==> config.mk <==
export PLATFORM = sky130hd
export DESIGN_NAME = bcd_subtractor_serial
export DESIGN_NICKNAME = d
export VERILOG_FILES = /design/src/rtl/bcd_subtractor_serial.sv
export SDC_FILE = /design/constraint.sdc
export NUM_CORES = 1
export LEC_CHECK = 0
export BUFFER_PORTS_ARGS = -buffer_cell sky130_fd_sc_hd__buf_2
export CORE_MARGIN = 2
export CORE_UTILIZATION = 50
export DETAILED_ROUTE_END_ITERATION = 8
export PLACE_DENSITY = 0.72
export SLEW_MARGIN = 20
export SYNTH_ARGS = -nofsm -noshare
export SYNTH_HDL_FRONTEND = slang
export SYNTH_SLANG_ARGS = --single-unit
==> constraint.sdc <==
create_clock -name clk -period 5.29 [get_ports clk]
set_input_delay 0.7935 -clock clk [delete_from_list [all_inputs] [get_ports clk]]
set_output_delay 0.7935 -clock clk [all_outputs]
set_load 0.05 [all_outputs]
==> src/rtl/bcd_subtractor_serial.sv <==
`default_nettype none
// ============================================================================
// Module   : bcd_subtractor_serial
// Brief    : Digit-serial packed-BCD subtractor (A - B), LSD first, rippled
//            borrow, start/busy/done handshake.
// Revision : 1.0 - initial release
// ============================================================================
module bcd_subtractor_serial #(
    parameter int DIGITS = 4
) (
    input  logic                  clk,
    input  logic                  rst_n,
    input  logic                  start,
    input  logic [4*DIGITS-1:0]   A,
    input  logic [4*DIGITS-1:0]   B,
    output logic                  busy,
    output logic                  done,
    output logic [4*DIGITS-1:0]   Diff,
    output logic                  Borrow,
    output logic                  err
);

    localparam int W  = 4 * DIGITS;
    localparam int IW = (DIGITS > 1) ? $clog2(DIGITS) : 1;

    localparam logic [0:0] S_IDLE = 1'b0;
    localparam logic [0:0] S_RUN  = 1'b1;

    logic [0:0]    state_q, state_d;
    logic [W-1:0]  a_q, a_d;
    logic [W-1:0]  b_q, b_d;
    logic [W-1:0]  shadow_q, shadow_d;
    logic [IW-1:0] idx_q, idx_d;
    logic          borrow_q, borrow_d;
    logic [W-1:0]  diff_q, diff_d;
    logic          borrow_out_q, borrow_out_d;
    logic          err_q, err_d;
    logic          done_q, done_d;

    logic [DIGITS-1:0] nibble_bad;
    logic              operands_bad;
    logic              last_digit;
    logic [3:0]        a_digit;
    logic [3:0]        b_digit;
    logic [4:0]        t_raw;
    logic [3:0]        digit_out;

    // Operand validation is done on the live inputs at the accepting edge.
    for (genvar g = 0; g < DIGITS; g++) begin : g_check
        assign nibble_bad[g] = (A[4*g +: 4] > 4'd9) || (B[4*g +: 4] > 4'd9);
    end

    assign operands_bad = |nibble_bad;
    assign last_digit   = (idx_q == IW'(DIGITS - 1));

    // One digit per cycle; t_raw[4] is the sign of a_i - b_i - borrow.
    always_comb begin
        a_digit   = a_q[4*int'(idx_q) +: 4];
        b_digit   = b_q[4*int'(idx_q) +: 4];
        t_raw     = {1'b0, a_digit} - {1'b0, b_digit} - {4'b0000, borrow_q};
        digit_out = t_raw[4] ? (t_raw[3:0] + 4'd10) : t_raw[3:0];
    end

    // State register
    always_ff @(posedge clk or negedge rst_n) begin
        if (!rst_n) begin
            state_q <= S_IDLE;
        end else begin
            state_q <= state_d;
        end
    end

    // Next-state logic
    always_comb begin
        state_d = state_q;
        case (state_q)
            S_IDLE: begin
                if (start && !operands_bad) begin
                    state_d = S_RUN;
                end
            end
            S_RUN: begin
                if (last_digit) begin
                    state_d = S_IDLE;
                end
            end
            default: state_d = S_IDLE;
        endcase
    end

    // Output logic
    always_comb begin
        busy = (state_q == S_RUN);
    end

    // Datapath next-state: visible results only change on completion.
    always_comb begin
        a_d          = a_q;
        b_d          = b_q;
        shadow_d     = shadow_q;
        idx_d        = idx_q;
        borrow_d     = borrow_q;
        diff_d       = diff_q;
        borrow_out_d = borrow_out_q;
        err_d        = err_q;
        done_d       = 1'b0;
        case (state_q)
            S_IDLE: begin
                if (start) begin
                    a_d      = A;
                    b_d      = B;
                    shadow_d = '0;
                    idx_d    = '0;
                    borrow_d = 1'b0;
                    if (operands_bad) begin
                        err_d        = 1'b1;
                        diff_d       = '0;
                        borrow_out_d = 1'b0;
                        done_d       = 1'b1;
                    end
                end
            end
            S_RUN: begin
                shadow_d[4*int'(idx_q) +: 4] = digit_out;
                borrow_d = t_raw[4];
                idx_d    = idx_q + IW'(1);
                if (last_digit) begin
                    diff_d       = shadow_d;
                    borrow_out_d = t_raw[4];
                    err_d        = 1'b0;
                    done_d       = 1'b1;
                    idx_d        = '0;
                end
            end
            default: ;
        endcase
    end

    always_ff @(posedge clk or negedge rst_n) begin
        if (!rst_n) begin
            a_q          <= '0;
            b_q          <= '0;
            shadow_q     <= '0;
            idx_q        <= '0;
            borrow_q     <= 1'b0;
            diff_q       <= '0;
            borrow_out_q <= 1'b0;
            err_q        <= 1'b0;
            done_q       <= 1'b0;
        end else begin
            a_q          <= a_d;
            b_q          <= b_d;
            shadow_q     <= shadow_d;
            idx_q        <= idx_d;
            borrow_q     <= borrow_d;
            diff_q       <= diff_d;
            borrow_out_q <= borrow_out_d;
            err_q        <= err_d;
            done_q       <= done_d;
        end
    end

    assign done   = done_q;
    assign Diff   = diff_q;
    assign Borrow = borrow_out_q;
    assign err    = err_q;

endmodule
`default_nettype wire
### Word-level counts from Yosys, hierarchy flattened

Index checks and enable logic that the tools add are counted.

| storage, ports and cells | value |
|---|---|
| input bits | 35 |
| output and inout port bits | 20 |
| word-level logic and storage cells | 69 |
| register bits after elaboration | 71 |

| operators by class | value |
|---|---|
| shift operators | 4 |
| reduce and logical (&&, ||, !) cells | 9 |
| add/subtract/negate cells | 5 |
| $lt $le $gt $ge | 8 |
| equality and inequality tests | 4 |
| bitwise logic cells | 1 |
| mux-type cells | 28 |

Operators by type and width:

| cell | count |
|---|---|
| two-way mux 16 bit | 4 |
| one-hot mux 16 bit (2 select lines) | 2 |
| negation 4 -> 33 bit | 1 |
| variable shift 4 x 33 -> 16 bit, first input constant | 1 |
| indexed part select 4 x 33 -> 16 bit | 1 |
| > comparator 4 bit, second input constant | 8 |
| indexed part select 16 x 5 -> 4 bit | 2 |
| bitwise mux 16 bit | 1 |
| two-way mux 1 bit | 12 |
| one-hot mux 1 bit (2 select lines) | 5 |
| subtractor 4 x 4 -> 5 bit | 1 |
| subtractor 5 x 1 -> 5 bit | 1 |
| adder 4 bit, second input constant | 1 |
| logical OR 1 bit | 4 |
| two-way mux 2 bit | 2 |
| two-way mux 4 bit | 1 |
| != test 2 bit, second input constant | 2 |
| one-hot mux 2 bit (2 select lines) | 1 |
| OR reduction 4 bit | 1 |
| AND reduction 3 bit | 1 |
| adder 2 x 1 -> 2 bit, second input constant | 1 |
| equality test 2 bit, second input constant | 1 |
| != test 2 x 1 -> 1 bit, second input constant | 1 |
| AND reduction 2 bit | 1 |
| other kinds (3) | 3 |

### Logic depth before layout (Yosys ltp)

| logic depth | value |
|---|---|
| word-level depth | 9 |
| gate-level depth with buffers | 12 |

### Worst setup path before layout

OpenSTA, ideal clock, no wires.

| timing | value |
|---|---|
| path type | reg2reg |
| start | register idx_q[0] |
| end | register diff_q[2], in the netlist Diff[2] |
| stages on the path, launching flop included | 12 |
| clock period less this slack | 3.680 ns |
| buffers on the path | 1 |
| data required time | 5.168 ns |
| setup time | 0.122 ns |
| setup slack | 1.610 ns |
| arrival | 3.559 ns |
| cells stage by stage | dfrtp_1 -> buf_2 -> mux4_2 -> fa_1 -> fa_1 -> xor2_1 -> ha_1 -> nor3b_1 -> a211oi_1 -> o221ai_1 -> a22o_1 -> a32o_1 |

| on the way | value |
|---|---|
| longest elaborated chain between the ends | 9 |

Ends and longest elaborated chain:

| what | line | RTL |
|---|---|---|
| start: declaration | 33 | `logic [IW-1:0] idx_q, idx_d;` |
| start signal: assignment | 154 | `idx_q <= idx_d;` |
| indexed part select 16 x 5 -> 4 bit (on tied branches) | 58, 59 |  |
| subtractor 4 x 4 -> 5 bit | 60 | `t_raw = {1'b0, a_digit} - {1'b0, b_digit} - {4'b0000, borrow_q};` |
| subtractor 5 x 1 -> 5 bit | 60 |  |
| adder 4 bit | 61 | `digit_out = t_raw[4] ? (t_raw[3:0] + 4'd10) : t_raw[3:0];` |
| two-way mux 4 bit | 61 |  |
| indexed part select 4 x 33 -> 16 bit | 124 | `shadow_d[4*int'(idx_q) +: 4] = digit_out;` |
| bitwise mux 16 bit | 124 |  |
| two-way mux 16 bit | 127 | `if (last_digit) begin` |
| one-hot mux 16 bit (2 select lines) | 107 | `case (state_q)` |
| end signal: assignment | 156 | `diff_q <= diff_d;` |
| end: declaration | 35 | `logic [W-1:0] diff_q, diff_d;` |

Parallel ways exist; a longest one is shown, timed or not. The select of a mux whose other input is x is not followed.
A chain may end at the register's enable or synchronous reset.

### Worst setup path after layout

Ends and elaborated chain as after synthesis.

==> impl_metrics.ini <==
[layout]
multi_input_area_um2 = 1690
final_layout_size_suffix_gt1_frac = 0.334
final_cell_mix = 71 x dfrtp_1, 54 x buf_2, 32 x mux2_2
area_growth_pct = 14.3
final_nets = 399
final_common_cell = dfrtp_1
regArea_um2 = 1780
diodes = 0
nFillCells = 572

[timing]
skew_ns = 0.00379
grt_setup_unrepaired = false
fin_ws_ns = 1.25
worst-slew-pin-transition_ns = 0.917
fin_tns_setup_ns = 0
relSlewSlack = 0.380
fmax_mhz = 248
finalHoldViolations = 0
fin_crit_sh = 0.763
min_period_ns = 4.04
setup_viol = 0
drv_slew = 0

[floorplanning]
core_area_um2 = 6870
start_util = 0.522
die_w_um = 88.7
rows = 30
pin_count = 55
die_y_um = 88.7
die_area_um2 = 7870

[logic_synthesis]
synth_top_area_frac = 0.495
syn_area_um2 = 3590
ys_async_sr_fraction = 1.00
ys_seq_area_frac = 0.495
synth_cell_type_count = 44
ys_warn_count = 0
syn_inst = 300
synth_flop_cell = dfrtp_1
avgSynthCellArea_um2 = 12.0
synth-seq-cells = 71
syn-num-nets = 348
yosysTopAreaCell = dfrtp_1
synth_area_leaders = dfrtp_1 50%, mux2_2 10%, mux4_2 5.0%
synth_edf_count = 0

[routing]
wl_um = 7470
ant_nets = 0
num_vias = 2522
via_per_inst = 5.58
drc = 0
dr.pass1.iters = 4
dr.first_iter.drc_count = 186
wire_per_inst_um = 16.5

[clock_network]
worstSkewPairLatency_ns = 0.35
cts_root_buffer = clkbuf_8
cts_setup_buffers = 0
cts_resized = 0
cts_sinks = 71
cts_tree = built
cts_buffers = 9
hold_buffers = 0
cts.reportedPaths.clkPinSlew_ns = 0.07
clockBufferDepth = 2
h-tree-depth = 3

[pwr]
cellLeakagePower_uw = 0.00191
p_clk_frac = 0.143
seqPwrFrac = 0.285
finalPower_uw = 2730
ir_worst_vdd_mv = 0.571
powerDensity_nw_per_um2 = 666
p_switching_uw = 1200
p_comb_frac = 0.572
p_int_uw = 1540
swShare = 0.437

[critical_path]
crit_type = reg -> reg
cp-start-kind = flip-flop
critPathCaptureType = flip-flop
cp_data_required_time_ns = 5.53
arrival_ns = 4.28
critical_path_peak_fanout = 17

[min_path]
min_path_type = reg -> reg

[place]
dp_slack_ns = 1.24
place_congestion = 0.827
hpwl_um = 5310
place.port_buffers = 54

[grt]
grt_pass1_vias = 2599
grt_max_degree = 72
gr-total-overflow = 0
antenna_found_initial = 0
grt_usage = 0.215
grt_pass1_wl_um = 12700

[flow_run]
max-cap-violations = 0

[run_status]
status = completed
-- flip-flops by register name (all words and copies together) (netlist names) --
| name | cells |
|---|---|
| Diff | 16 |
| a_q | 16 |
| b_q | 16 |
| shadow_q | 16 |
| idx_q | 2 |
| Borrow | 1 |
| borrow_q | 1 |
| busy | 1 |
| done | 1 |
| err | 1 |
-- layer usage --
layer  vias up  global-route usage  wire length, µm
li1       1196                   -                -
met1      1248               0.313             3610
met2        63               0.309             3370
met3        15              0.0373              303
met4         0               0.116              189
met5         -                   0                0
-- cells by family (layout without fill, tap and decap cells) --
| kind of cell | Yosys count | count (layout) | synth area share |
|---|---|---|---|
| AO/OA/AOI/OAI | 71 | 71 | 0.132 |
| XOR/XNOR | 4 | 4 | 0.0157 |
| adder cells (fa/ha/maj) | 13 | 13 | 0.0495 |
| buffers and inverters | 30 | 86 | 0.0370 |
| flip-flops | 71 | 71 | 0.495 |
| multiplexers | 44 | 44 | 0.167 |
| AND/OR/NAND/NOR | 67 | 67 | 0.103 |
-- worst max-delay path, stage by stage, from the launching register on --
cell and delay [ns]:
dfrtp_1 0.82, mux4_2 0.60, fa_1 0.42, fa_1 0.48, xor2_1 0.17, ha_1 0.32, nor3b_1 0.15, a211oi_1 0.18
o221ai_1 0.25, a22o_1 0.27, a32o_1 0.26
-- stage by stage --
stage | area (µm²) | hold slack (ns) | utilization | cells
after global routing | 4100 | 0.488 | 0.597 | 452
final | 4100 | 0.476 | 0.597 | 452
after CTS | 4100 | 0.478 | 0.597 | 452
after global placement | 3930 | 0.452 | 0.571 | 436
after floorplan | 3590 | 0.440 | - | 300
after detailed placement | 3930 | 0.461 | 0.571 | 436
-- worst paths after layout --
check | slack, ns | from | end | depth (start not counted)
max in group asynchronous | 4.09 | rst_n | idx_q[1] | 2
worst min-delay path | 0.48 | shadow_q[9] | shadow_q[9] | 2
min in group asynchronous | 0.64 | rst_n | a_q[4] | 2
worst max-delay path | 1.25 | idx_q[0] | Diff[2] | 10
worst max register to register | 1.25 | idx_q[0] | Diff[2] | 10
worst min register to register | 0.48 | shadow_q[9] | shadow_q[9] | 2
-- Yosys cell counts (2+ instances only) --
master / count
nor2b_1: 12
ha_1: 11
mux4_2: 8
o211ai_1: 2
and3_1: 3
o2bb2ai_1: 3
o31ai_1: 10
dfrtp_1: 71
fa_1: 2
nand2_1: 22
a22oi_1: 2
and2_1: 2
o21ai_0: 9
nand3_1: 8
o21ai_1: 7
mux2_4: 4
nor3b_1: 7
a22o_1: 3
a21oi_1: 15
a21o_1: 6
a31oi_1: 5
mux2_2: 32
inv_1: 13
nor2_1: 5
o22ai_1: 5
clkbuf_1: 9
buf_2: 6
nor4bb_1: 2
-- power groups by stage --
stage / combinational, µW / sequential, µW / clock, µW
after global placement: 1510 / 784 / 0
final: 1560 / 778 / 391
after floorplan: 1240 / 758 / 0
after CTS: 1540 / 779 / 401
after detailed placement: 1530 / 789 / 0
after global routing: 1730 / 798 / 422
-- area by class of cell --
type / count / area share
inverter: 14 / 0.0140
timing repair buffer: 56 / 0.0696
tap: 96 / 0.0293
clock inverter: 3 / 0.00427
multi-input combinational: 199 / 0.411
clock buffer: 13 / 0.0387
sequential: 71 / 0.433
Power figures use the tool's default switching activity.
